<file path="config.mk">
export PLATFORM = sky130hd
export DESIGN_NAME = task_clk_ctrl
export DESIGN_NICKNAME = d
export VERILOG_FILES = /design/src/rtl/task_ctrl_pkg.sv /design/src/rtl/task_clk_ctrl_bp_match.sv /design/src/rtl/task_clk_ctrl.sv
export SDC_FILE = /design/constraint.sdc
export NUM_CORES = 1
export LEC_CHECK = 0
export BUFFER_PORTS_ARGS = -buffer_cell sky130_fd_sc_hd__buf_2
export CELL_PAD_IN_SITES_DETAIL_PLACEMENT = 1
export CELL_PAD_IN_SITES_GLOBAL_PLACEMENT = 1
export CORE_ASPECT_RATIO = 2
export CORE_MARGIN = 1.5
export CORE_UTILIZATION = 30
export CTS_CLUSTER_DIAMETER = 40
export DETAILED_ROUTE_END_ITERATION = 8
export PLACE_DENSITY_LB_ADDON = 0.1
export SLEW_MARGIN = 20
export SYNTH_ARGS = -nofsm -noshare
export SYNTH_HDL_FRONTEND = slang
export SYNTH_SLANG_ARGS = --single-unit
export TNS_END_PERCENT = 5
</file>
<file path="constraint.sdc">
create_clock -name sys_clk -period 3.1 [get_ports sys_clk]
set_input_delay 0.31 -clock sys_clk [delete_from_list [all_inputs] [get_ports sys_clk]]
set_output_delay 0.31 -clock sys_clk [all_outputs]
set_load 0.005 [all_outputs]
</file>
<file path="src/rtl/task_ctrl_pkg.sv">
// Shared opcodes, state encoding and width defaults for the task clock run-control block.
package task_ctrl_pkg;

    localparam int CNT_W_DEF  = 32;
    localparam int STEP_W_DEF = 16;

    localparam logic [2:0] OP_HALT   = 3'd0;
    localparam logic [2:0] OP_RUN    = 3'd1;
    localparam logic [2:0] OP_STEP   = 3'd2;
    localparam logic [2:0] OP_SET_BP = 3'd3;
    localparam logic [2:0] OP_CLR_BP = 3'd4;

    typedef enum logic [1:0] {
        ST_HALT = 2'd0,
        ST_RUN  = 2'd1,
        ST_STEP = 2'd2
    } task_state_e;

endpackage

</file>
<file path="src/rtl/task_clk_ctrl_bp_match.sv">
// Breakpoint register plus the increment-compare that flags an advance landing on it.
module bp_match
    import task_ctrl_pkg::*;
#(
    parameter int CNT_W = CNT_W_DEF
) (
    input  logic             clk,
    input  logic             reset,
    input  logic             set_bp,
    input  logic             clr_bp,
    input  logic [CNT_W-1:0] bp_value,
    input  logic [CNT_W-1:0] count_out,
    input  logic             advance,
    output logic             hit,
    output logic             bp_en
);

    localparam logic [CNT_W-1:0] CNT_ONE = CNT_W'(1);

    logic [CNT_W-1:0] bp_reg;
    logic [CNT_W-1:0] count_next;

    always_ff @(posedge clk) begin
        if (reset) begin
            bp_reg <= '0;
            bp_en  <= 1'b0;
        end else if (set_bp) begin
            bp_reg <= bp_value;
            bp_en  <= 1'b1;
        end else if (clr_bp) begin
            bp_en  <= 1'b0;
        end
    end

    // The counter value this advance will produce; wraps naturally at 2^CNT_W.
    assign count_next = count_out + CNT_ONE;
    assign hit        = advance && bp_en && (count_next == bp_reg);

endmodule

</file>
<file path="src/rtl/task_clk_ctrl.sv">
// Run-control sequencer: HALT/RUN/STEP FSM driving the registered task clock enable.
module task_clk_ctrl
    import task_ctrl_pkg::*;
#(
    parameter int CNT_W  = CNT_W_DEF,
    parameter int STEP_W = STEP_W_DEF
) (
    input  logic              sys_clk,
    input  logic              sys_reset,
    input  logic              cmd_valid,
    output logic              cmd_ready,
    input  logic [2:0]        cmd_op,
    input  logic [CNT_W-1:0]  cmd_arg,
    input  logic [CNT_W-1:0]  count_out,
    output logic              clk_en,
    output logic              halted,
    output logic              bp_hit,
    output logic [STEP_W-1:0] steps_left,
    output task_state_e       state_dbg
);

    localparam logic [STEP_W-1:0] STEP_ONE = STEP_W'(1);

    // Handshake: a command transfers on any sys_clk edge where cmd_valid && cmd_ready;
    // ready is held high outside reset, so every command takes exactly one cycle.
    task_state_e       state, state_nx;
    logic              clk_en_nx;
    logic              bp_hit_nx;
    logic [STEP_W-1:0] steps_nx;
    logic [STEP_W-1:0] step_n;
    logic              cmd_fire;
    logic              advance;
    logic              hit;
    logic              bp_en;

    assign cmd_ready = !sys_reset;
    assign cmd_fire  = cmd_valid && cmd_ready;
    assign step_n    = cmd_arg[STEP_W-1:0];
    assign advance   = (state != ST_HALT) && clk_en;
    assign halted    = (state == ST_HALT);
    assign state_dbg = state;

    bp_match #(
        .CNT_W (CNT_W)
    ) u_bp_match (
        .clk       (sys_clk),
        .reset     (sys_reset),
        .set_bp    (cmd_fire && (cmd_op == OP_SET_BP)),
        .clr_bp    (cmd_fire && (cmd_op == OP_CLR_BP)),
        .bp_value  (cmd_arg),
        .count_out (count_out),
        .advance   (advance),
        .hit       (hit),
        .bp_en     (bp_en)
    );

    always_ff @(posedge sys_clk) begin
        if (sys_reset) begin
            state      <= ST_HALT;
            clk_en     <= 1'b0;
            bp_hit     <= 1'b0;
            steps_left <= '0;
        end else begin
            state      <= state_nx;
            clk_en     <= clk_en_nx;
            bp_hit     <= bp_hit_nx;
            steps_left <= steps_nx;
        end
    end

    // Priority, lowest first: step countdown, breakpoint hit, then an accepted command.
    always_comb begin
        state_nx  = state;
        clk_en_nx = clk_en;
        steps_nx  = steps_left;
        bp_hit_nx = 1'b0;

        if (state == ST_STEP && clk_en) begin
            steps_nx = steps_left - STEP_ONE;
            if (steps_left == STEP_ONE) begin
                state_nx  = ST_HALT;
                clk_en_nx = 1'b0;
            end
        end

        if (hit) begin
            state_nx  = ST_HALT;
            clk_en_nx = 1'b0;
            steps_nx  = '0;
            bp_hit_nx = 1'b1;
        end

        if (cmd_fire) begin
            case (cmd_op)
                OP_HALT: begin
                    state_nx  = ST_HALT;
                    clk_en_nx = 1'b0;
                    steps_nx  = '0;
                end
                OP_RUN: begin
                    if (state != ST_RUN) begin
                        state_nx  = ST_RUN;
                        clk_en_nx = 1'b1;
                        steps_nx  = '0;
                    end
                end
                OP_STEP: begin
                    if (state == ST_HALT && step_n != '0) begin
                        state_nx  = ST_STEP;
                        clk_en_nx = 1'b1;
                        steps_nx  = step_n;
                    end
                end
                default: ;
            endcase
        end
    end

    logic unused_bp_en;
    assign unused_bp_en = bp_en;

endmodule
</file>
==> results of run 1 <==
==> where the power goes <==
group	internal (uW)	switching, uW
registers	694	13.7
clock network	327	293
logic	118	187
total	1140	493
==> layout make-up <==
type / count / share of cell area [%]
multi-input combinational: 424 / 56.24
sequential: 53 / 22.46
timing repair buffer: 114 / 13.30
tap: 150 / 3.974
clock buffer: 6 / 2.940
inverter: 9 / 0.7152
clock inverter: 2 / 0.3709
==> synth_stat cells, types with 8 or more instances <==
cell,count
nand2b_1,8
nor3_1,10
inv_1,8
nand2_1,105
and4_1,10
xnor2_1,27
o21ai_0,27
dfxtp_1,53
xor2_1,21
nor2_1,24
a32o_1,10
nor2b_1,8
nor4_1,13
a21oi_1,13
clkbuf_1,17
nand3_1,42
nand4_1,22
==> through the flow <==
| step | power (uW) | setup slack [ps] | area (um^2) | hold slack (ps) |
|---|---|---|---|---|
| after floorplan | 866.5 | 249.6 | 3826 | 409.0 |
| after global placement | 1024 | -67.62 | 4567 | 456.0 |
| after detailed placement | 1029 | -96.37 | 4567 | 461.3 |
| after CTS | 1656 | 226.0 | 4723 | 182.7 |
| after global routing | 1707 | 130.4 | 4723 | 198.9 |
| final | 1633 | 232.5 | 4723 | 185.1 |
==> final timing paths <==
check	startpoint	to	depth (start not counted)
worst max-delay path	count_out[0]	state_dbg[1]$_SDFF_PP0_	12
worst min-delay path	cmd_arg[20]	u_bp_match.bp_reg[20]$_SDFFE_PP0P_	3
worst max register to register	steps_left[7]$_SDFF_PP0_	clk_en$_SDFF_PP0_	7
worst min register to register	u_bp_match.bp_reg[10]$_SDFFE_PP0P_	u_bp_match.bp_reg[10]$_SDFFE_PP0P_	2
==> worst max-delay path, delay by kind of cell <==
family                   cells  cell delay, ps
adder cells (fa/ha/maj)      1             230
AO/OA/AOI/OAI                3             820
buffers and inverters        3             500
AND/OR/NAND/NOR              5            1200
==> cells by family after synthesis <==
family          after synthesis
mux                           7
buf+inv                      27
fa+ha+maj                     3
flops                        53
xor+xnor                     48
compound gates               84
simple gates                282
==> layer usage <==
layer | GRT usage (%) | wire (um) | share of wire (%)
met5 | 0 | 0 | 0
met4 | 15.98 | 1071 | 6.8
met3 | 2.433 | 374 | 2.4
met2 | 49.45 | 9309 | 59
met1 | 20.28 | 5100 | 32
==> layout by cell type (no fill, tap or decap), types with 3 or more instances in the layout <==
master	n
xnor2_1	27
nor4_4	3
nor2b_1	8
nor4_1	13
nand3b_1	4
dfxtp_1	53
ha_1	3
and4_1	10
a21o_1	4
a31oi_1	5
xor2_1	21
nor3b_1	6
clkbuf_16	5
nor2_1	24
nand4_1	22
and2_1	3
a32o_1	10
nand3_1	42
nand4b_1	3
a21oi_1	13
inv_1	8
nor3_1	10
o21ai_0	27
mux2i_1	6
buf_4	23
and3_1	5
buf_2	91
nand2b_1	8
nand2_1	105
o31ai_1	6
==> metrics.txt, run 1 <==
Synth Cell Area=3826 um^2; Crit path required time=3310 ps; Util after Layout=37.84%; detailed placement HPWL=13060 um; sequential area share after synthesis=27.73%; # diodes=0; top-area cell type share of the netlist area=27.73%; global-route usage over all layers=23.73%; chip height=162.7 um; CP startpoint kind=primary input; Ys Warns=0; critical path type=primary input to register; TritonCTS clock tree=yes; MaxCap Viol Count=0; IO buf count=91; post-synthesis compound-gate area fraction=14.88%; share of layout cells above drive strength 1=23.03%; die area=13480 um^2; total grt overflow=0; Reg2Reg Setup Slack=580 ps; simple-gate share of the synthesized area=40.71%; slew at the pin with the worst max-slew slack=640.7 ps; row cnt=58; total number of vias=4233; outcome=finished, final reports clean; routability cong.=0.9136; largest net degree at the start of global routing=33; max FFs per register=32; Final Skew=9.689 ps; Critical Path, Cell by Cell=buf_2, ha_1, nand3_1, nor4_4, buf_4, a31oi_1, o21ai_0, nand4_1, nor4_4, buf_4, nand3_4, a41o_2; CTS clock-pin slew for the worst setup and hold paths=80 ps; Synth Register Bits=53; CTS buffer count=5; Die X=82.86 um; max-slew headroom at the worst pin=56.18%; setup TNS=0 ps; number of synthesized flops with an enable pin=0; CORE AREA=12480 um^2; slowest CP cell=o21ai_0; # DRC=0; Final setup viols=0; Iteration-0 DRC Markers=92; Max clock buf depth=2; cts hold-fix bufs=0; maximum fanout along the worst path=14; CP arrival=3070 ps; post-route ant nets=0; Synth Area in Adders=0.9810%; wire per inst=20.92 um; post-synthesis cell type count=58; vias in the first global route=4635; CTS H-tree depth=2; IO Pins=92; Worst Hold Class=primary input to register; mean cell area of the mapped netlist=7.592 um^2; Yosys top cell by area=dfxtp_1; initial antenna violation count=0; Fmax achieved=348.7 MHz; Async SR Flop Fraction=0%; area of the multi-input gates=2656 um^2; Via-to-Cell Ratio=5.584; final WL=15860 um; clk root buf=clkbuf_16; Setup Buffers After CTS=0; cell area power density=345.7 nW/um^2; post_cts resized=0; first-pass GRT wire length=24650 um; nets=680; Register Area=1061 um^2; Leakage=0.002063 uW; Skew-Pair Late Insertion Delay=310 ps; Synthesized Nets=577; main flop type after synthesis=dfxtp_1; Fillers=1619; Starting Density=30.65%; Final Hold Viols=0; placed insts=750; mux share of post-synthesis cell area=1.864%; slowest stage delay, CP=430 ps; area growth from synthesis to layout=23.45%; CTS sink cnt=53; post-synthesis cell count=504; Slew Limit Fails=0; top post-synthesis cells by area=dfxtp_1 (28%), nand2_1 (10%), xnor2_1 (6.2%); Tcrit/Tclk final=92.50%; peak supply drop=0.1843 mV; RSZ-0062 raised after global routing=false; DR pass1 iterations=4; main combinational cell family by area after synthesis=simple AND/OR/NAND/NOR gates; non-filler instance count after layout=758; CP Capture Type=register; XOR/XNOR Fraction of Synth Area=10.99%; min Tclk post-route=2867 ps
Note: power is estimated with default switching activity, not from simulation.
==> run 2, diff against run 1 <==
--- a/config.mk
+++ b/config.mk
@@ -5,15 +5,15 @@
 export SDC_FILE = /design/constraint.sdc
 export NUM_CORES = 1
 export LEC_CHECK = 0
-export BUFFER_PORTS_ARGS = -buffer_cell sky130_fd_sc_hd__buf_2
+export BUFFER_PORTS_ARGS = -buffer_cell sky130_fd_sc_hd__buf_4
 export CELL_PAD_IN_SITES_DETAIL_PLACEMENT = 1
 export CELL_PAD_IN_SITES_GLOBAL_PLACEMENT = 1
 export CORE_ASPECT_RATIO = 2
 export CORE_MARGIN = 1.5
-export CORE_UTILIZATION = 30
+export CORE_UTILIZATION = 39
 export CTS_CLUSTER_DIAMETER = 40
 export DETAILED_ROUTE_END_ITERATION = 8
-export PLACE_DENSITY_LB_ADDON = 0.1
+export PLACE_DENSITY = 0.84
 export SLEW_MARGIN = 20
 export SYNTH_ARGS = -nofsm -noshare
 export SYNTH_HDL_FRONTEND = slang
==> run 2 against run 1 <==
Cell area is 3.8% higher. Critical path depth shrank 1. Total power rose by 2.2%. Critical path type unchanged. Largest cell class unchanged.
==> metrics.txt, run 2 (synthesis results as in run 1) <==
outcome=finished, final reports clean; post-route ant nets=0 (unchanged); CTS sink cnt=53 (unchanged); Leakage=0.002104 uW (+2.0%); CP arrival=3070 ps (about the same); global-route usage over all layers=28.34% (+4.6 points); die area=10450 um^2 (-22%); total grt overflow=0 (unchanged); largest net degree at the start of global routing=33 (unchanged); hold_sp=cmd_arg[18]; row cnt=51 (-12%); max-slew headroom at the worst pin=55.86% (-0.32 points); first-pass GRT wire length=22620 um (-8.2%); wire per inst=19.55 um (-6.5%); cell area power density=340.3 nW/um^2 (-1.6%); area growth from synthesis to layout=28.12%; MaxCap Viol Count=0 (unchanged); IO buf count=91 (unchanged); Max clock buf depth=2 (unchanged); IO Pins=92 (unchanged); critical path type=primary input to register; chip height=143.1 um (-12%); CP Capture Type=register; Via-to-Cell Ratio=5.917 (+6.0%); slew at the pin with the worst max-slew slack=645.4 ps (+4.717 ps); Tcrit/Tclk final=92.60% (+0.098 points); Starting Density=39.71% (+9.1 points); Iteration-0 DRC Markers=232 (+150%); Worst Hold Class=primary input to register; Fmax achieved=348.4 MHz (-0.11%); Post-DP Area=4742 um^2 (+3.8%); Final Skew=9.339 ps (-0.3503 ps); final WL=14370 um (-9.4%); clk root buf=clkbuf_16; CP startpoint kind=primary input; Skew-Pair Late Insertion Delay=300 ps (about the same); CTS buffer count=5 (unchanged); CTS H-tree depth=2 (unchanged); RSZ-0062 raised after global routing=false; Slew Limit Fails=0 (unchanged); # diodes=0 (unchanged); TritonCTS clock tree=yes; Worst Setup SP=count_out[0]; Crit path required time=3300 ps (about the same); commonest non-fill, non-tap cell in the layout=buf_4; post_cts resized=0 (unchanged); maximum fanout along the worst path=14 (unchanged); initial antenna violation count=0 (unchanged); peak supply drop=0.3430 mV (+86%); Final Cell Area=4902 um^2 (+3.8%); cts hold-fix bufs=0 (unchanged); share of layout cells above drive strength 1=22.39% (-0.64 points); # DRC=0 (unchanged); Final setup viols=0 (unchanged); CORE AREA=9635 um^2 (-23%); CTS clock-pin slew for the worst setup and hold paths=70 ps (about the same); min Tclk post-route=2871 ps (+3.052 ps); Reg-to-Reg Start=u_bp_match.bp_reg[25]$_SDFFE_PP0P_; vias in the first global route=4563 (-1.6%); routability cong.=0.9074 (-0.68%); DR pass1 iterations=4 (unchanged); detailed placement HPWL=11700 um (-10%); Final Hold Viols=0 (unchanged); Setup Buffers After CTS=0 (unchanged); most frequent cells in the layout=buf_4 (110), nand2_1 (105), dfxtp_1 (53), nand3_1 (42); nets=676 (-0.59%); Die X=73.04 um (-12%); total number of vias=4349 (+2.7%); setup TNS=0 ps (unchanged); max FFs per register=32 (unchanged)
run 2: changes by cell type in the layout (fill, tap and decap cells not counted), sizes merged:
cell / before / now
buf: 114 / 110
bufinv: 0 / 1
clkbuf: 6 / 5
inv: 9 / 8
run 2: path summary, 6_finish.rpt:
check / slack (ps) / cells past startpoint / end
min reg2reg: 470 / 2 / u_bp_match.bp_reg[10]$_SDFFE_PP0P_
max reg2reg: 390 / 7 / state_dbg[1]$_SDFF_PP0_
max: 230 / 11 / state_dbg[1]$_SDFF_PP0_
min: 200 / 3 / u_bp_match.bp_reg[18]$_SDFFE_PP0P_
run 2: critical path, stage by stage:
cell     delay [ps]
buf_4           100
ha_1            170
nand3_1         180
buf_4           200
nor4_4          330
mux2i_1         280
nand2_1          90
or4_4           430
nor4_4          390
nand3_4         260
a41o_2          330
run 2: final cells by class:
class                      count  area, um^2
sequential                    53        1061
tap                          132       165.2
inverter                       9       33.78
clock inverter                 2       35.03
timing repair buffer         110       825.8
clock buffer                   5       125.1
multi-input combinational    424        2656
fill                        1236        4733
run 2: through the flow:
step	setup WS (ps)	utilization [%]	hold WS (ps)	total power [uW]	cells
finish	229.5	50.88	196.4	1668	735
global route	117.3	50.88	200.4	1733	735
CTS	231.0	50.88	192.8	1677	735
detailed placement	-84.04	49.21	461.4	1039	728
global placement	48.80	49.21	454.7	1029	728
floorplan	249.6	-	409.0	866.5	504
run 2: routing by layer:
layer / wire length [um] / GRT usage [%] / share of wire (%)
met1: 4837 / 26.05 / 34
met2: 8111 / 54.55 / 56
met3: 430 / 3.387 / 3.0
met4: 992 / 19.66 / 6.9
met5: 0 / 0 / 0
run 2: power breakdown:
part / leakage (uW) / internal [uW] / switching (uW) / total (uW)
combinational: 0.00160 / 140 / 179 / 319
sequential: 0.000429 / 694 / 13.8 / 708
clock: 0.0000797 / 376 / 265 / 641
==> run 3, diff against run 2 <==
--- a/config.mk
+++ b/config.mk
@@ -10,10 +10,10 @@
 export CELL_PAD_IN_SITES_GLOBAL_PLACEMENT = 1
 export CORE_ASPECT_RATIO = 2
 export CORE_MARGIN = 1.5
-export CORE_UTILIZATION = 39
+export CORE_UTILIZATION = 30
 export CTS_CLUSTER_DIAMETER = 40
 export DETAILED_ROUTE_END_ITERATION = 8
-export PLACE_DENSITY = 0.84
+export PLACE_DENSITY = 0.68
 export SLEW_MARGIN = 20
 export SYNTH_ARGS = -nofsm -noshare
 export SYNTH_HDL_FRONTEND = slang
==> run 3 against run 2 <==
Wire length rose by 1.5%. Worst hold slack improved by 4.2 ps. Fmax rose by 0.31%. Combinational power barely moved. Sequential power barely moved. Final cell count rose by 1.8%. First-iteration DRC count fell by 35%. Setup slack improved by 9.0 ps. Via count fell by 3.8%. Global-route usage fell by 6.9 points. Non-clock buffer count fell by 6. Die area rose by 29%. Highest routed layer unchanged.
==> metrics.txt, run 3 (synthesis results as in run 1) <==
detailed placement HPWL=12240 um (+4.6%); # diodes=0 (unchanged); Iteration-0 DRC Markers=150 (-35%); non-filler instance count after layout=748 (+1.8%); critical path type=primary input to register; DR pass1 iterations=4 (unchanged); MaxCap Viol Count=0 (unchanged); first-pass GRT wire length=22600 um (about the same); commonest non-fill, non-tap cell in the layout=nand2_1; Starting Density=30.65% (-9.1 points); row cnt=58 (+14%); wire per inst=19.50 um (-0.29%); min Tclk post-route=2862 ps (-8.957 ps); CTS clock-pin slew for the worst setup and hold paths=70 ps (about the same); Final setup viols=0 (unchanged); outcome=finished, final reports clean; CP Capture Type=register; setup slack after layout=238.4 ps (+8.957 ps); global-route usage over all layers=21.41% (-6.9 points); die area=13480 um^2 (+29%); post-route ant nets=0 (unchanged); CTS H-tree depth=2 (unchanged); maximum fanout along the worst path=14 (unchanged); Final Skew=14.23 ps (+4.891 ps); IO Pins=92 (unchanged); Final Cell Area=4896 um^2 (-0.13%); peak supply drop=0.2131 mV (-38%); Crit path required time=3290 ps (about the same); Worst Setup SP=count_out[0]; Post-DP Area=4720 um^2 (-0.47%); Die X=82.86 um (+13%); Tcrit/Tclk final=92.31% (-0.29 points); Final Hold Viols=0 (unchanged); Max clock buf depth=2 (unchanged); IO buf count=91 (unchanged); post_cts resized=0 (unchanged); RSZ-0062 raised after global routing=false; share of layout cells above drive strength 1=21.74% (-0.65 points); clk root buf=clkbuf_16; Setup Buffers After CTS=0 (unchanged); TritonCTS clock tree=yes; R2R depth=7 (unchanged); Reg-to-Reg Start=u_bp_match.bp_reg[25]$_SDFFE_PP0P_; routability cong.=0.9228 (+1.7%); total number of vias=4185 (-3.8%); most frequent cells in the layout=nand2_1 (105), buf_4 (104), dfxtp_1 (53), nand3_1 (42); max-slew headroom at the worst pin=50.79% (-5.1 points); # DRC=0 (unchanged); CP arrival=3050 ps (-20 ps); reg2reg end=state_dbg[1]$_SDFF_PP0_; slew at the pin with the worst max-slew slack=719.5 ps (+74.09 ps); chip height=162.7 um (+14%); placed insts=740 (+1.6%); CORE AREA=12480 um^2 (+30%); final WL=14580 um (+1.5%); largest net degree at the start of global routing=34 (+3.0%); Overall Power=1696 uW (+1.6%); max FFs per register=32 (unchanged); Slew Limit Fails=0 (unchanged); CTS buffer count=5 (unchanged); CP startpoint kind=primary input; cts hold-fix bufs=0 (unchanged); Via-to-Cell Ratio=5.595 (-5.4%); total grt overflow=0 (unchanged); dpl ws=-72.09 ps (+11.96 ps); setup TNS=0 ps (unchanged); Worst Setup EP=state_dbg[1]$_SDFF_PP0_; nets=670 (-0.89%); Leakage=0.002078 uW (-1.3%); area growth from synthesis to layout=27.96%; Reg2Reg Setup Slack=350 ps (-40 ps); Skew-Pair Late Insertion Delay=300 ps (about the same); CTS sink cnt=53 (unchanged); cell area power density=346.3 nW/um^2 (+1.8%); vias in the first global route=4432 (-2.9%); Fmax achieved=349.5 MHz (+0.31%); Worst Hold Class=primary input to register; initial antenna violation count=0 (unchanged)
run 3: how the worst min path moves through the flow:
stage | from | to | slack [ps] | cells past startpoint
3_3_place_gp | u_bp_match.bp_reg[1]$_SDFFE_PP0P_ | u_bp_match.bp_reg[1]$_SDFFE_PP0P_ | 450 | 2
3_5_place_dp | u_bp_match.bp_reg[15]$_SDFFE_PP0P_ | u_bp_match.bp_reg[15]$_SDFFE_PP0P_ | 460 | 2
4_1_cts | cmd_arg[28] | u_bp_match.bp_reg[28]$_SDFFE_PP0P_ | 190 | 3
6_report | cmd_arg[18] | u_bp_match.bp_reg[18]$_SDFFE_PP0P_ | 200 | 3
2_1_floorplan | cmd_arg[0] | u_bp_match.bp_reg[0]$_SDFFE_PP0P_ | 410 | 2
5_1_grt | cmd_arg[22] | u_bp_match.bp_reg[22]$_SDFFE_PP0P_ | 200 | 3
run 3: layout make-up:
class	count	area, um^2
fillers	1572	7586
flip-flops and latches	53	1061
multi-input cells	424	2656
well taps	150	187.7
clock inverters	2	37.54
inverters	9	33.78
clock buffers	6	138.9
repair buffers	104	780.7
run 3: where the power goes:
group,internal (uW),total (uW),switching [uW]
registers,695,709,14.1
clock network,404,669,265
logic,138,318,180
total,1240,1700,459
run 3: layer usage:
layer,global-route usage [%],vias up,part of all wire [%],wire (um)
met3,2.230,43,2.8,405
met1,18.24,2013,32,4700
met2,44.79,105,58,8518
li1,-,2024,-,-
met4,14.09,0,6.6,958
met5,0,-,0,0
run 3: critical path, stage by stage:
cell	delay, ps
buf_4	100
ha_1	200
nand3_1	240
nor4_4	380
mux2i_1	290
nand2_1	80
or4_4	430
nor4_4	400
nand3_4	260
a41o_2	330
run 3: through the flow:
stage          hold WS (ps)  utilization [%]
2_1_floorplan         409.0                -
3_3_place_gp          453.7            37.81
3_5_place_dp          459.9            37.81
4_1_cts               193.5            39.22
5_1_grt               203.0            39.22
6_report              200.6            39.22
